### src/rtl/pipe_hazard_if.sv
// Hazard-controller bundle: pipeline status in, per-stage hold/bubble controls out.
// The master side is the pipeline datapath; the slave side is pipe_hazard_ctrl.
interface pipe_hazard_if #(
  parameter int RA_W   = 5,
  parameter int PERF_W = 16
);
  logic [RA_W-1:0]   id_rs1;
  logic [RA_W-1:0]   id_rs2;
  logic              id_use_rs1;
  logic              id_use_rs2;
  logic [RA_W-1:0]   ex_rd;
  logic              ex_is_load;
  logic              ex_jb;
  logic              ex_muldiv;
  logic              icache_stall;
  logic              dcache_stall;

  logic              stall_f;
  logic              stall_d;
  logic              stall_e;
  logic              flush_d;
  logic              flush_e;
  logic              flush_m;
  logic              cache_stall;
  logic              muldiv_busy;
  logic [PERF_W-1:0] stall_cnt;
  logic              dbg_state;

  modport master (
    output id_rs1, id_rs2, id_use_rs1, id_use_rs2, ex_rd, ex_is_load,
           ex_jb, ex_muldiv, icache_stall, dcache_stall,
    input  stall_f, stall_d, stall_e, flush_d, flush_e, flush_m,
           cache_stall, muldiv_busy, stall_cnt, dbg_state
  );

  modport slave (
    input  id_rs1, id_rs2, id_use_rs1, id_use_rs2, ex_rd, ex_is_load,
           ex_jb, ex_muldiv, icache_stall, dcache_stall,
    output stall_f, stall_d, stall_e, flush_d, flush_e, flush_m,
           cache_stall, muldiv_busy, stall_cnt, dbg_state
  );
endinterface

### src/rtl/pipe_hazard_ctrl.sv
// Pipeline hazard controller: load-use stalls, redirect flushes, mul/div occupancy and
// cache freezes, with redirects deferred (not dropped) across a freeze.
module pipe_hazard_ctrl #(
  parameter int MULDIV_LAT = 4,
  parameter int RA_W       = 5,
  parameter int PERF_W     = 16
) (
  input logic          clk,
  input logic          rst_n,
  pipe_hazard_if.slave hz
);
  localparam int CNT_W = (MULDIV_LAT > 2) ? $clog2(MULDIV_LAT) : 1;

  typedef enum logic {
    ST_RUN    = 1'b0,
    ST_MULDIV = 1'b1
  } state_t;

  state_t            state_q, state_d;
  logic [CNT_W-1:0]  cnt_q, cnt_d;
  logic              pend_jb_q, pend_jb_d;
  logic [PERF_W-1:0] stall_cnt_q, stall_cnt_d;

  logic freeze;
  logic jb_eff;
  logic load_use;
  logic stall_f_c, stall_d_c, stall_e_c;
  logic flush_d_c, flush_e_c, flush_m_c;

  assign freeze   = hz.icache_stall | hz.dcache_stall;
  assign jb_eff   = (hz.ex_jb | pend_jb_q) & ~freeze;
  assign load_use = hz.ex_is_load & (hz.ex_rd != '0) &
                    ((hz.id_use_rs1 & (hz.id_rs1 == hz.ex_rd)) |
                     (hz.id_use_rs2 & (hz.id_rs2 == hz.ex_rd)));

  always_comb begin
    state_d   = state_q;
    cnt_d     = cnt_q;
    pend_jb_d = pend_jb_q;
    stall_f_c = 1'b0;
    stall_d_c = 1'b0;
    stall_e_c = 1'b0;
    flush_d_c = 1'b0;
    flush_e_c = 1'b0;
    flush_m_c = 1'b0;

    // A freeze holds every pipeline register, so only remember any redirect seen meanwhile.
    if (freeze) begin
      pend_jb_d = pend_jb_q | hz.ex_jb;
    end else begin
      pend_jb_d = 1'b0;
      case (state_q)
        ST_RUN: begin
          if (jb_eff) begin
            flush_d_c = 1'b1;
            flush_e_c = 1'b1;
          end else if (hz.ex_muldiv) begin
            state_d   = ST_MULDIV;
            cnt_d     = CNT_W'(MULDIV_LAT - 2);
            stall_f_c = 1'b1;
            stall_d_c = 1'b1;
            stall_e_c = 1'b1;
            flush_m_c = 1'b1;
          end else if (load_use) begin
            stall_f_c = 1'b1;
            stall_d_c = 1'b1;
            flush_e_c = 1'b1;
          end
        end
        ST_MULDIV: begin
          stall_f_c = 1'b1;
          stall_d_c = 1'b1;
          stall_e_c = 1'b1;
          flush_m_c = 1'b1;
          if (cnt_q == '0) begin
            state_d = ST_RUN;
          end else begin
            cnt_d = cnt_q - 1'b1;
          end
        end
        default: state_d = ST_RUN;
      endcase
    end

    stall_cnt_d = stall_cnt_q;
    if ((freeze | stall_f_c) && !(&stall_cnt_q)) begin
      stall_cnt_d = stall_cnt_q + 1'b1;
    end
  end

  always_ff @(posedge clk or negedge rst_n) begin
    if (!rst_n) begin
      state_q     <= ST_RUN;
      cnt_q       <= '0;
      pend_jb_q   <= 1'b0;
      stall_cnt_q <= '0;
    end else begin
      state_q     <= state_d;
      cnt_q       <= cnt_d;
      pend_jb_q   <= pend_jb_d;
      stall_cnt_q <= stall_cnt_d;
    end
  end

  // Gating with rst_n forces every control low during reset, including the comb freeze path.
  assign hz.stall_f     = rst_n & stall_f_c;
  assign hz.stall_d     = rst_n & stall_d_c;
  assign hz.stall_e     = rst_n & stall_e_c;
  assign hz.flush_d     = rst_n & flush_d_c;
  assign hz.flush_e     = rst_n & flush_e_c;
  assign hz.flush_m     = rst_n & flush_m_c;
  assign hz.cache_stall = rst_n & freeze;
  assign hz.muldiv_busy = rst_n & (state_q == ST_MULDIV);
  assign hz.stall_cnt   = stall_cnt_q;
  assign hz.dbg_state   = state_q;
endmodule

### src/flat_wrapper.sv
// flat-port wrapper written by rule: the top's interface ports become plain ports
module pipe_hazard_ctrl_flat 
#(
  parameter int MULDIV_LAT = 4,
  parameter int RA_W       = 5,
  parameter int PERF_W     = 16
)
  (clk, rst_n, hz_id_rs1, hz_id_rs2, hz_id_use_rs1, hz_id_use_rs2, hz_ex_rd, hz_ex_is_load, hz_ex_jb, hz_ex_muldiv, hz_icache_stall, hz_dcache_stall, hz_stall_f, hz_stall_d, hz_stall_e, hz_flush_d, hz_flush_e, hz_flush_m, hz_cache_stall, hz_muldiv_busy, hz_stall_cnt, hz_dbg_state);
  pipe_hazard_if #(.RA_W(RA_W), .PERF_W(PERF_W)) hz_i ();
  input logic clk;
  input logic rst_n;
  input wire logic [$bits(hz_i.id_rs1)-1:0] hz_id_rs1;
  input wire logic [$bits(hz_i.id_rs2)-1:0] hz_id_rs2;
  input wire logic [$bits(hz_i.id_use_rs1)-1:0] hz_id_use_rs1;
  input wire logic [$bits(hz_i.id_use_rs2)-1:0] hz_id_use_rs2;
  input wire logic [$bits(hz_i.ex_rd)-1:0] hz_ex_rd;
  input wire logic [$bits(hz_i.ex_is_load)-1:0] hz_ex_is_load;
  input wire logic [$bits(hz_i.ex_jb)-1:0] hz_ex_jb;
  input wire logic [$bits(hz_i.ex_muldiv)-1:0] hz_ex_muldiv;
  input wire logic [$bits(hz_i.icache_stall)-1:0] hz_icache_stall;
  input wire logic [$bits(hz_i.dcache_stall)-1:0] hz_dcache_stall;
  output wire logic [$bits(hz_i.stall_f)-1:0] hz_stall_f;
  output wire logic [$bits(hz_i.stall_d)-1:0] hz_stall_d;
  output wire logic [$bits(hz_i.stall_e)-1:0] hz_stall_e;
  output wire logic [$bits(hz_i.flush_d)-1:0] hz_flush_d;
  output wire logic [$bits(hz_i.flush_e)-1:0] hz_flush_e;
  output wire logic [$bits(hz_i.flush_m)-1:0] hz_flush_m;
  output wire logic [$bits(hz_i.cache_stall)-1:0] hz_cache_stall;
  output wire logic [$bits(hz_i.muldiv_busy)-1:0] hz_muldiv_busy;
  output wire logic [$bits(hz_i.stall_cnt)-1:0] hz_stall_cnt;
  output wire logic [$bits(hz_i.dbg_state)-1:0] hz_dbg_state;
  assign hz_i.id_rs1 = hz_id_rs1;
  assign hz_i.id_rs2 = hz_id_rs2;
  assign hz_i.id_use_rs1 = hz_id_use_rs1;
  assign hz_i.id_use_rs2 = hz_id_use_rs2;
  assign hz_i.ex_rd = hz_ex_rd;
  assign hz_i.ex_is_load = hz_ex_is_load;
  assign hz_i.ex_jb = hz_ex_jb;
  assign hz_i.ex_muldiv = hz_ex_muldiv;
  assign hz_i.icache_stall = hz_icache_stall;
  assign hz_i.dcache_stall = hz_dcache_stall;
  assign hz_stall_f = hz_i.stall_f;
  assign hz_stall_d = hz_i.stall_d;
  assign hz_stall_e = hz_i.stall_e;
  assign hz_flush_d = hz_i.flush_d;
  assign hz_flush_e = hz_i.flush_e;
  assign hz_flush_m = hz_i.flush_m;
  assign hz_cache_stall = hz_i.cache_stall;
  assign hz_muldiv_busy = hz_i.muldiv_busy;
  assign hz_stall_cnt = hz_i.stall_cnt;
  assign hz_dbg_state = hz_i.dbg_state;
  pipe_hazard_ctrl #(.MULDIV_LAT(MULDIV_LAT), .RA_W(RA_W), .PERF_W(PERF_W)) u_core (.clk(clk), .rst_n(rst_n), .hz(hz_i));
endmodule
### config.mk
export PLATFORM = sky130hd
export DESIGN_NAME = pipe_hazard_ctrl_flat
export DESIGN_NICKNAME = d
export VERILOG_FILES = /design/src/rtl/pipe_hazard_if.sv /design/src/rtl/pipe_hazard_ctrl.sv /design/src/flat_wrapper.sv
export SDC_FILE = /design/constraint.sdc
export NUM_CORES = 1
export LEC_CHECK = 0
export BUFFER_PORTS_ARGS = -buffer_cell sky130_fd_sc_hd__buf_2
export CAP_MARGIN = 20
export CORE_ASPECT_RATIO = 0.75
export CORE_MARGIN = 4
export CORE_UTILIZATION = 30
export CTS_CLUSTER_SIZE = 30
export DETAILED_ROUTE_END_ITERATION = 12
export PLACE_DENSITY_LB_ADDON = 0.25
export SETUP_SLACK_MARGIN = 0.4
export SYNTH_ARGS = -nofsm -noshare
export SYNTH_HDL_FRONTEND = slang
export SYNTH_SLANG_ARGS = --single-unit
### constraint.sdc
create_clock -name clk -period 2.4 [get_ports clk]
set_clock_uncertainty 0.05 [all_clocks]
set_input_delay 0.36 -clock clk [delete_from_list [all_inputs] [get_ports clk]]
set_output_delay 0.36 -clock clk [all_outputs]
set_load 0.1 [all_outputs]
**After elaboration in Yosys (flattened, before gate mapping)**

Index checks and enable logic that the tools add are counted.

- Output and inout bits: 25
- Memories kept: 0
- ROM bits: 0
- Bits in latches: 0
- Register bits after elaboration: 20
- Logic and storage cells: 57
- Memory bits (writable): 0

- Multiply operators: 0
- Bitwise logic cells: 17
- $lt $le $gt $ge: 0
- Reduce and logical (&&, ||, !) cells: 6
- Shift operators: 0
- Equal/unequal tests: 5
- Add/subtract/negate cells: 2
- Mux-type cells: 23
- Div/mod/pow operators: 0

Operators by type and width:

| cell | number |
|---|---|
| $add A16 B1 Y16 const B | 1 |
| $mux W1 | 16 |
| $reduce_and A16 Y1 | 1 |
| $and A1 B1 Y1 | 11 |
| $eq A5 B5 Y1 | 2 |
| $mux W2 | 3 |
| $ne A2 B2 Y1 const B | 3 |
| $pmux W1 S2 | 3 |
| $reduce_bool A5 Y1 | 1 |
| $or A1 B1 Y1 | 4 |
| $pmux W2 S2 | 1 |
| $reduce_and A4 Y1 | 1 |
| $logic_not A2 Y1 | 1 |
| $not A1 Y1 | 2 |
| $sub A2 B1 Y2 const B | 1 |
| $logic_and A1 B1 Y1 | 1 |
| $logic_not A1 Y1 | 1 |

**Depth between registers and ports, before layout**

Gate-level depths: netlist of run 1.

- Word-level depth: 11
- Depth in mapped cells: 9

**Worst setup path after synthesis of run 1**

No wires, ideal clock.

- Path type: reg-to-output
- Start point: reg u_core.state_q, in the netlist u_core.hz.dbg_state
- End point: out hz_stall_e
- Arrival: 3309 ps
- Path slack: -1319 ps
- Stages on the path, launching flop included: 6
- Buffers on the path: 2
- Cell sequence: dfrtp_1 buf_2 nor4_2 or2_1 nor2_1 buf_4

- Word-level cells in the longest chain between the ends: 4

Ends and longest elaborated chain:

| what | line | RTL |
|---|---|---|
| from (decl) | pipe_hazard_ctrl.sv:19 | `state_t state_q, state_d;` |
| from (signal assigned) | pipe_hazard_ctrl.sv:98 | `state_q <= state_d;` |
| $not A1 Y1 | n/a |  |
| $pmux W1 S2 (*) | n/a |  |
| $mux W1 (*) | n/a |  |
| $and A1 B1 Y1 (*) | n/a |  |
| to (decl) | flat_wrapper.sv:24 | `output wire logic [$bits(hz_i.stall_e)-1:0] hz_stall_e;` |

Mark *: on every way between the ends. The rest lies on a longest branch, timed or not.

**Final worst setup path of run 1**

- Start point: in hz_ex_rd[0]
- End point: out hz_flush_e

- Word-level cells in the longest chain between the ends: 10
- Elaborated cells on any way between the ends: 14
- Those cells by class: 2 x eq/ne; 5 x mux; 6 x bitwise; 1 x reduce/logical

Ends and longest elaborated chain:

| what | line | RTL |
|---|---|---|
| from (decl) | flat_wrapper.sv:16 | `input wire logic [$bits(hz_i.ex_rd)-1:0] hz_ex_rd;` |
| $eq A5 B5 Y1 (on tied branches) | pipe_hazard_ctrl.sv:33, pipe_hazard_ctrl.sv:34 |  |
| $and A1 B1 Y1 (on tied branches) | pipe_hazard_ctrl.sv:33, pipe_hazard_ctrl.sv:34 |  |
| $or A1 B1 Y1 | pipe_hazard_ctrl.sv:33 | `((hz.id_use_rs1 & (hz.id_rs1 == hz.ex_rd)) \|` |
| $and A1 B1 Y1 (*) | pipe_hazard_ctrl.sv:32 | `assign load_use = hz.ex_is_load & (hz.ex_rd != '0) &` |
| $mux W1 (*) | pipe_hazard_ctrl.sv:64 | `end else if (load_use) begin` |
| $mux W1 (*) | pipe_hazard_ctrl.sv:57 | `end else if (hz.ex_muldiv) begin` |
| $mux W1 (*) | pipe_hazard_ctrl.sv:54 | `if (jb_eff) begin` |
| $mux W1 (*) | pipe_hazard_ctrl.sv:52 | `case (state_q)` |
| $mux W1 (*) | pipe_hazard_ctrl.sv:48 | `if (freeze) begin` |
| $and A1 B1 Y1 (*) | pipe_hazard_ctrl.sv:110 | `assign hz.flush_e = rst_n & flush_e_c;` |
| to (decl) | flat_wrapper.sv:26 | `output wire logic [$bits(hz_i.flush_e)-1:0] hz_flush_e;` |

Marked as above.

==> results of run 1 <==
-- critical path, cell delays in order --
cell     delay [ps]
buf_8           100
or4_4           540
o21ai_4         180
nor2b_4          70
a21oi_2         170
nor2_4           60
buf_12          160
-- layout by cell type (no fill, tap or decap), types with 2 or more instances in the layout --
cell type,n
a21oi_1,2
and3_1,3
buf_12,5
buf_2,34
buf_4,8
buf_6,7
buf_8,2
clkbuf_8,4
dfrtp_1,3
dfrtp_2,5
dfrtp_4,12
inv_1,2
nand2_1,13
nand3_1,6
nand4_1,10
nor2_1,5
nor2_4,5
nor3_1,2
nor4_4,2
xnor2_1,19
xnor2_2,3
xor2_1,2
-- cell families (layout without fill, tap and decap cells) --
| group | after synthesis | in the layout |
|---|---|---|
| and+or+nand+nor | 59 | 60 |
| xor gates and xnor gates | 25 | 25 |
| DFF | 20 | 20 |
| AOI/OAI and AO/OA | 8 | 8 |
| buffers and inverters | 6 | 63 |
| adders and majority gates | 2 | 2 |
| muxes | 2 | 2 |
-- worst min path at each step --
stage                from                      end  slack [ps]
global placement    rst_n   u_core.hz.stall_cnt[5]         150
detailed placement  rst_n   u_core.hz.stall_cnt[5]         160
global route        rst_n   u_core.hz.stall_cnt[9]         100
finish              rst_n   u_core.hz.stall_cnt[9]          70
CTS                 rst_n  u_core.hz.stall_cnt[12]          90
floorplan           rst_n          u_core.cnt_q[0]          10
-- power breakdown --
group / internal [mW] / switching (mW)
combinational: 0.259 / 0.740
clock: 0.146 / 0.116
sequential: 0.453 / 0.120
total: 0.858 / 0.975
-- flip-flops by register name (all words and copies together), names as in the netlist --
register             count
u_core.cnt_q             2
u_core.hz.dbg_state      1
u_core.hz.stall_cnt     16
u_core.pend_jb_q         1
-- final cells by class --
cell class / count / share of cell area
Clock buffer: 4 / 0.0283
Inverter: 2 / 0.00386
Multi-Input combinational cell: 97 / 0.420
Timing Repair Buffer: 57 / 0.231
Tap cell: 52 / 0.0334
Sequential cell: 20 / 0.283
-- timing repair --
| item | 4_1_cts | 5_1_grt |
|---|---|---|
| setup buffers | 4 | 2 |
| hold buffers | 1 | 0 |
| pin swaps | 4 | 13 |
| setup endpoints to repair | 6 | 7 |
| hold endpoints to repair | 4 | 0 |
| cloned | 0 | 1 |
| resized for setup | 23 | 21 |
-- per-layer routing --
| metal | GRT usage | part of all wire | vias to the layer above |
|---|---|---|---|
| li1 | - | - | 534 |
| met1 | 0.167 | 0.43 | 538 |
| met2 | 0.224 | 0.51 | 21 |
| met3 | 0.0303 | 0.028 | 6 |
| met4 | 0.0401 | 0.026 | 0 |
| met5 | 0 | 0 | - |
-- stage by stage --
stage / hold slack (ps) / total power [mW]
after detailed placement: 156 / 1.50
after global placement: 152 / 1.48
after global routing: 98.6 / 1.92
final: 67.8 / 1.83
after CTS: 85.8 / 1.79
after floorplan: 14.4 / 1.33
==> flow_summary.json, run 1 <==
{
  "status": "completed",
  "synth.distinct_cells": 34,
  "final_cell_area_mm2": 0.00195,
  "die_w_um": 80.9,
  "ys_seq_elements": 20,
  "crit_end": "hz_flush_e",
  "seqCellArea_um2": 552,
  "worstPathMaxFanout": 3,
  "fillCellCount": 352,
  "p_leak_nw": 0.819,
  "synth_mux_area_frac": 0.0178,
  "io_pins": 49,
  "place_congestion": 0.783,
  "worstHoldPathType": "in -> async",
  "worstReg2RegEnd": "u_core.hz.stall_cnt[1]",
  "p_per_area_mw_per_mm2": 942,
  "clk_pin_slew_ps": 80,
  "hold_viol": 0,
  "clock-root-buffer": "clkbuf_8",
  "cts_htree_levels": 1,
  "cp-startpoint": "hz_ex_rd[0]",
  "cap_viol_max_count": 0,
  "setup_viol": 0,
  "drtPass1Iterations": 4,
  "yosysMostFrequentCell": "xnor2_1",
  "synth_compound_area_frac": 0.0398,
  "placed_area_mm2": 0.00163,
  "period_share": 0.860,
  "grt_max_degree": 18,
  "ir_worst_vdd_mv": 1.02,
  "cp.arrival_ps": 1650,
  "track_usage": 0.133,
  "synth-main-ff-cell": "dfrtp_1",
  "synth-simple-area-share": 0.287,
  "post_drt_wl_per_cell_um": 14.6,
  "syn_area_mm2": 0.00119,
  "syn_nets": 148,
  "yosysTopAreaCell": "dfrtp_1",
  "num_vias": 1099,
  "initial_core_util": 0.318,
  "dpl.cell_count": 220,
  "synth_xor_area_frac": 0.183,
  "rsz0062_at_grt": "true",
  "yosys-top-cells-count": "xnor2_1, dfrtp_1, nand2_1",
  "cp-start-kind": "input pin",
  "yosysWarnings": 0,
  "final_nets": 207,
  "syn2layout_area_growth_pct": 62.9,
  "synthAdderAreaFrac": 0.0209,
  "viasPerCell": 4.74,
  "max_freq_mhz": 485,
  "synth_top_family_by_area": "simple AND/OR/NAND/NOR gates",
  "coreArea_mm2": 0.00376,
  "grt_pass1_wl_mm": 5.36,
  "drive_gt1_frac": 0.578,
  "clock_sink_count": 20,
  "yosysTopAreaCellShare": 0.419,
  "postRouteAntennaNets": 0,
  "port_buffers": 48,
  "syn_avg_cell_area_um2": 9.79,
  "dpl.hpwl_mm": 2.30,
  "final_util": 0.518,
  "critPathKind": "in -> out",
  "end_kind": "output port",
  "setup_ws_ps": 336,
  "cts_tree": "built",
  "cts_buffer_depth": 2,
  "reg2reg_slack_ps": 470,
  "reg2regPathDepth": 7,
  "dieArea_mm2": 0.00507,
  "critical_path_required_ps": 1990,
  "diodes": 0,
  "worst_skew_pair.late_latency_ps": 260,
  "drt_iter0_drc": 100,
  "cts_buffers": 3,
  "fin_cells": 232,
  "async_reset_ff_frac": 1.00,
  "maxSlewViolCount": 0,
  "fp-row-count": 19,
  "grt_pass1_vias": 1130,
  "post-place-ws_ps": 139,
  "period_minus_slack_ps": 2060,
  "multi_input_area_um2": 818,
  "die_y_um": 62.7,
  "r2r_start": "u_core.hz.stall_cnt[0]",
  "netlist_instances": 122,
  "synth-seq-area-share": 0.419,
  "drc": 0,
  "postRouteWirelength_mm": 3.39,
  "slew_headroom": 0.676,
  "antenna_found_initial": 0,
  "worstMarginPinSlew_ps": 490,
  "synth_area_leaders": "dfrtp_1, xnor2_1, nand4_1",
  "globalRouteOverflowTotal": 0,
  "synth_edf_count": 0,
  "finalSetupTns_ps": 0
}
Note: power is estimated with default switching activity, not from simulation.
==> run 2, diff against run 1 <==
==> constraint.sdc (replaced) <==
create_clock -name clk -period 2.6 [get_ports clk]
set_clock_uncertainty 0.05 [all_clocks]
set_input_delay 0.39 -clock clk [delete_from_list [all_inputs] [get_ports clk]]
set_output_delay 0.39 -clock clk [all_outputs]
set_load 0.1 [all_outputs]
==> run 2 against run 1 <==
Compared with the run above:
- die area is the same
- clock power down 21%
- power down 14%
- final area shrank 14%
- non-clock buffer count decreased by 3
- flip-flop and latch count unchanged
- highest routed layer unchanged
- core utilization is 7.0 points lower
- sequential share of layout area grew 3.0 points
- via count fell by 1.1%
- register-to-register slack better by 160 ps
==> flow_summary.json, run 2 (same netlist as run 1, synthesis figures left out) <==
{
  "worstHoldPathType": "in -> async",
  "cap_viol_max_count": 0,
  "die_w_um": 80.9,
  "status": "completed",
  "diodes": 0,
  "clock_sink_count": 20,
  "worstPathMaxFanout": 3,
  "maxSlewViolCount": 0,
  "viasPerCell": 4.77,
  "p_per_area_mw_per_mm2": 935,
  "r2r_start": "u_core.hz.stall_cnt[0]",
  "postRouteAntennaNets": 0,
  "met3_usage": 0.0375,
  "grt_pass1_vias": 1049,
  "coreArea_mm2": 0.00376,
  "fp-row-count": 19,
  "multi_input_area_um2": 717,
  "p_leak_nw": 0.732,
  "reg2regPathDepth": 7,
  "setup_ws_ps": 413,
  "postRouteWirelength_mm": 3.08,
  "critical_path_required_ps": 2160,
  "drive_gt1_frac": 0.517,
  "max_freq_mhz": 457,
  "cp-start-kind": "input pin",
  "post_drt_wl_per_cell_um": 13.5,
  "layout_common_cells": "buf_2, xnor2_1, nand2_1, dfrtp_2, nand4_1",
  "placed_area_mm2": 0.00156,
  "period_minus_slack_ps": 2190,
  "reg2reg_slack_ps": 630,
  "cts_tree": "built",
  "dieArea_mm2": 0.00507,
  "hold_viol": 0,
  "cts_hold_buf": 0,
  "final_nets": 203,
  "antenna_found_initial": 0,
  "dpl.hpwl_mm": 2.36,
  "globalRouteOverflowTotal": 0,
  "final_cell_area_mm2": 0.00168,
  "ir_worst_vdd_mv": 0.985,
  "syn2layout_area_growth_pct": 40.8,
  "num_vias": 1087,
  "critPathKind": "in -> out",
  "rsz0062_at_grt": "true",
  "grt.busiest_layer": "met2",
  "slew_headroom": 0.643,
  "cts_htree_levels": 1,
  "grt_pass1_wl_mm": 5.04,
  "place_congestion": 0.784,
  "drtPass1Iterations": 4,
  "fillCellCount": 382,
  "worstReg2RegEnd": "u_core.hz.stall_cnt[1]",
  "initial_core_util": 0.318,
  "final_util": 0.448,
  "drc": 0,
  "seqCellArea_um2": 528,
  "clk_pin_slew_ps": 80,
  "cts_buffers": 3,
  "final_common_cell": "buf_2",
  "met1_usage": 0.156,
  "drt_iter0_drc": 82,
  "cp.arrival_ps": 1750,
  "met2_usage": 0.205,
  "worst_skew_pair.late_latency_ps": 260,
  "io_pins": 49,
  "largest_reg_flops": 16,
  "grt_max_degree": 24,
  "port_buffers": 48,
  "worstMarginPinSlew_ps": 534,
  "end_kind": "output port",
  "setup_viol": 0,
  "cts_buffer_depth": 2,
  "post-place-ws_ps": 268,
  "track_usage": 0.126,
  "die_y_um": 62.7,
  "period_share": 0.841,
  "finalSetupTns_ps": 0,
  "clock-root-buffer": "clkbuf_8"
}
-- run 2: cell count changes in the layout (fill, tap and decap cells not counted), moves of 2 or more --
cell / delta
dfrtp_4: -9
nor2_1: +2
buf_6: -5
buf_12: -4
buf_2: +8
xnor2_1: +4
xnor2_2: -3
buf_8: -2
clkbuf_4: +2
dfrtp_2: +8
-- run 2: through the flow --
stage / total power [mW] / instances / hold slack [ps]
floorplan: 1.21 / 122 / 44.4
global placement: 1.34 / 220 / 373
detailed placement: 1.35 / 220 / 379
CTS: 1.57 / 224 / 92.3
global route: 1.66 / 228 / 97.7
finish: 1.57 / 228 / 74.3
-- run 2: worst max-delay path by stage --
| stage | endpoint | cells after the start | slack, ps | startpoint |
|---|---|---|---|---|
| 2_1_floorplan | hz_stall_f | 5 | 270 | u_core.hz.dbg_state |
| 5_1_grt | hz_flush_m | 5 | 370 | u_core.pend_jb_q |
| 3_5_place_dp | hz_stall_f | 7 | 270 | hz_ex_rd[0] |
| 4_1_cts | hz_flush_m | 5 | 330 | u_core.pend_jb_q |
| 3_3_place_gp | hz_stall_f | 7 | 290 | hz_ex_rd[0] |
| 6_report | hz_stall_f | 7 | 410 | hz_ex_rd[0] |
-- run 2: critical path: stages --
cell and delay, ps:
buf_2 130, or4_4 540, o21ai_2 200, nor2b_4 70
nor3_2 180, nor2_4 60, buf_6 180
-- run 2: routing by layer --
metal,wire length [um],up-vias,part of all wire
met5,0,-,0
met4,37,0,0.012
met3,96,4,0.031
met2,1640,19,0.53
met1,1300,534,0.42
li1,-,530,-
-- run 2: what timing repair did --
item                                   4_1_cts  5_1_grt
setup buffers                                0        4
gates resized for setup                      4        9
pin swaps                                    0        3
endpoints found under the hold margin        0        0
setup endpoints to repair                    5        6
-- run 2: power breakdown --
part,internal [mW],switching [mW],total [mW]
combinational,0.188,0.670,0.859
sequential,0.412,0.0958,0.508
clock,0.109,0.0974,0.206
total,0.709,0.864,1.57
-- run 2: layout make-up --
| type | count | share of cell area |
|---|---|---|
| flip-flops and latches | 20 | 0.314 |
| clock buffers | 4 | 0.0268 |
| repair buffers | 54 | 0.190 |
| well taps | 52 | 0.0387 |
| multi-input cells | 96 | 0.426 |
| inverters | 2 | 0.00446 |
==> run 3, diff against run 2 <==
--- a/config.mk
+++ b/config.mk
@@ -5,6 +5,7 @@
 export SDC_FILE = /design/constraint.sdc
 export NUM_CORES = 1
 export LEC_CHECK = 0
+export ABC_AREA = 1
 export BUFFER_PORTS_ARGS = -buffer_cell sky130_fd_sc_hd__buf_2
 export CAP_MARGIN = 20
 export CORE_ASPECT_RATIO = 0.75
==> constraint.sdc (replaced) <==
create_clock -name clk -period 2 [get_ports clk]
set_clock_uncertainty 0.05 [all_clocks]
set_input_delay 0.3 -clock clk [delete_from_list [all_inputs] [get_ports clk]]
set_output_delay 0.3 -clock clk [all_outputs]
set_load 0.1 [all_outputs]
==> run 3 against run 2 <==
Compared with the run above:
- via count rose by 49%
- area after synthesis grew 21%
- non-clock buffer count is 22 higher
- count of clock-buffer cells in the layout unchanged
- global-route usage increased by 2.4 points
- cell count increased by 55%
- power increased by 52%
- wire length up 42%
- synthesized cell count rose by 81%
- sequential power grew 23%
- critical endpoint is now hz_flush_d
- core utilization grew 10 points
- combinational power increased by 70%
==> flow_summary.json, run 3 <==
{
  "status": "completed",
  "end_kind": "output port",
  "drt_iter0_drc": 97,
  "worstHoldPathType": "in -> reg",
  "p_leak_nw": 1.28,
  "wirelength_met1_mm": 2.04,
  "final_nets": 324,
  "grt_max_degree": 21,
  "io_pins": 49,
  "critPathKind": "reg -> out",
  "num_vias": 1625,
  "cp-start-kind": "flop",
  "finalSetupTns_ps": 0,
  "postRouteWirelength_mm": 4.37,
  "ys_seq_elements": 20,
  "period_share": 0.928,
  "port_buffers": 48,
  "dpl.hpwl_mm": 2.90,
  "synth-main-ff-cell": "dfrtp_1",
  "top_layer": "met4",
  "antenna_found_initial": 0,
  "die_w_um": 88.0,
  "clock-root-buffer": "clkbuf_8",
  "drc": 0,
  "final_common_cell": "nand2_1",
  "slew_headroom": 0.407,
  "yosysTopAreaCell": "dfrtp_1",
  "rsz0062_at_grt": "true",
  "drive_gt1_frac": 0.498,
  "viasPerCell": 4.59,
  "hold_viol": 0,
  "syn_area_mm2": 0.00144,
  "coreArea_mm2": 0.00455,
  "path_cells": "nor2_4 > nand2_4 > buf_4 > buf_6 > nor2_4 > buf_12",
  "die_y_um": 68,
  "fp-row-count": 21,
  "initial_core_util": 0.317,
  "postRouteAntennaNets": 0,
  "yosys-top-cells-count": "nand2_1, inv_1, nand3_1",
  "cts_buffers": 3,
  "ir_worst_vdd_mv": 1.60,
  "crit_slowest_cell": "dfrtp_4",
  "p_per_area_mw_per_mm2": 955,
  "setup_ws_ps": 143,
  "yosysWarnings": 0,
  "cts_tree": "built",
  "setup_viol": 0,
  "cts_htree_levels": 1,
  "grt_pass1_wl_mm": 7.08,
  "synth_area_leaders": "dfrtp_1, nand2_1, nand3_1",
  "synth_edf_count": 0,
  "wl_met3_um": 281,
  "multi_input_area_mm2": 0.00102,
  "layout_common_cells": "nand2_1, buf_2, inv_1, buf_4, nor2_1",
  "largest_reg_flops": 16,
  "track_usage": 0.150,
  "cap_viol_max_count": 0,
  "synth-seq-area-share": 0.348,
  "diodes": 0,
  "dieArea_mm2": 0.00598,
  "final_util": 0.551,
  "grt_pass1_vias": 1545,
  "dpl.cell_count": 325,
  "crit_top_cell": "nor2_4",
  "yosysMostFrequentCell": "nand2_1",
  "maxSlewViolCount": 0,
  "synth.distinct_cells": 23,
  "critical_path_required_ps": 1650,
  "max_freq_mhz": 539,
  "syn_avg_cell_area_um2": 6.52,
  "post-place-ws_ps": 100,
  "drtPass1Iterations": 4,
  "cp.arrival_ps": 1510,
  "worstMarginPinSlew_ps": 889,
  "seqCellArea_um2": 539,
  "clock_sink_count": 20,
  "slowest_delay_ps": 520,
  "period_minus_slack_ps": 1860,
  "worstPathMaxFanout": 4,
  "syn2layout_area_growth_pct": 73.8,
  "placed_area_mm2": 0.00201,
  "fin_cells": 354,
  "final_cell_area_mm2": 0.00250,
  "cts_buffer_depth": 2,
  "yosysTopAreaCellShare": 0.348,
  "syn_nets": 247,
  "post_drt_wl_per_cell_um": 12.3,
  "worst_skew_pair.late_latency_ps": 260,
  "globalRouteOverflowTotal": 0,
  "place_congestion": 0.866,
  "netlist_instances": 221,
  "fillCellCount": 434,
  "clk_pin_slew_ps": 80,
  "async_reset_ff_frac": 1.00,
  "dr_wl_met2_mm": 2.00
}
==> run 3: cell count changes after synthesis, moves of 4 or more <==
cell     delta
nand4_1     -7
inv_1      +23
xnor2_1    -16
nand3_1    +19
inv_2       +4
xor2_1      +4
nor2_1     +13
nand2_1    +73
==> run 3: logic make-up after synthesis <==
family,after synthesis,share of synthesized area
simple gates,147,0.438
buf+inv,34,0.101
flops,20,0.348
xor+xnor,13,0.0791
compound gates,5,0.0174
fa+ha+maj,2,0.0174
==> run 3: metal layers <==
metal | up-vias | track usage
met1 | 735 | 0.204
met3 | 4 | 0.0349
met4 | 0 | 0.0345
li1 | 833 | -
met2 | 53 | 0.244
met5 | - | 0
==> run 3: critical path, delay by kind of cell (launching register included) <==
| kind | cells | cell delay [ps] |
|---|---|---|
| AND/OR/NAND/NOR | 3 | 290 |
| flip-flops | 1 | 520 |
| buffers and inverters | 3 | 430 |
==> run 3: path summary, 6_finish.rpt <==
kind | slack, ps | start | endpoint | depth (start not counted)
max | 140 | u_core.hz.dbg_state | hz_flush_d | 6
min | 260 | hz_ex_jb | u_core.pend_jb_q | 3
max reg2reg | 260 | u_core.hz.stall_cnt[0] | u_core.hz.stall_cnt[14] | 9
min reg2reg | 480 | u_core.hz.stall_cnt[15] | u_core.hz.stall_cnt[15] | 2
max in group asynchronous | 850 | rst_n | u_core.hz.stall_cnt[5] | 3
min in group asynchronous | 400 | rst_n | u_core.hz.stall_cnt[1] | 3
==> run 3: stage by stage <==
step           hold slack (ps)  total power [mW]
6_report                   262              2.39
3_3_place_gp               260              1.80
4_1_cts                    244              2.25
2_1_floorplan            -45.6              1.58
5_1_grt                    306              2.52
3_5_place_dp               261              1.80
==> run 3: area by class of cell <==
type                    count  share of cell area
inverters                  29              0.0470
repair buffers             76               0.278
multi-input cells         168               0.409
flip-flops and latches     20               0.215
clock buffers               4              0.0220
well taps                  57              0.0285
==> run 3: power breakdown <==
group	internal [mW]	total, mW	switching (mW)
Sequential	0.535	0.625	0.0897
Clock	0.175	0.308	0.132
Combinational	0.482	1.46	0.974
Total	1.19	2.39	1.20
==> run 3: what timing repair did <==
item	4_1_cts	5_1_grt
pin swaps	24	29
endpoints found under the setup margin	21	50
hold endpoints to repair	20	0
hold buffers	1	0
gates cloned	1	1
buffers inserted	18	4
gates resized for setup	23	36
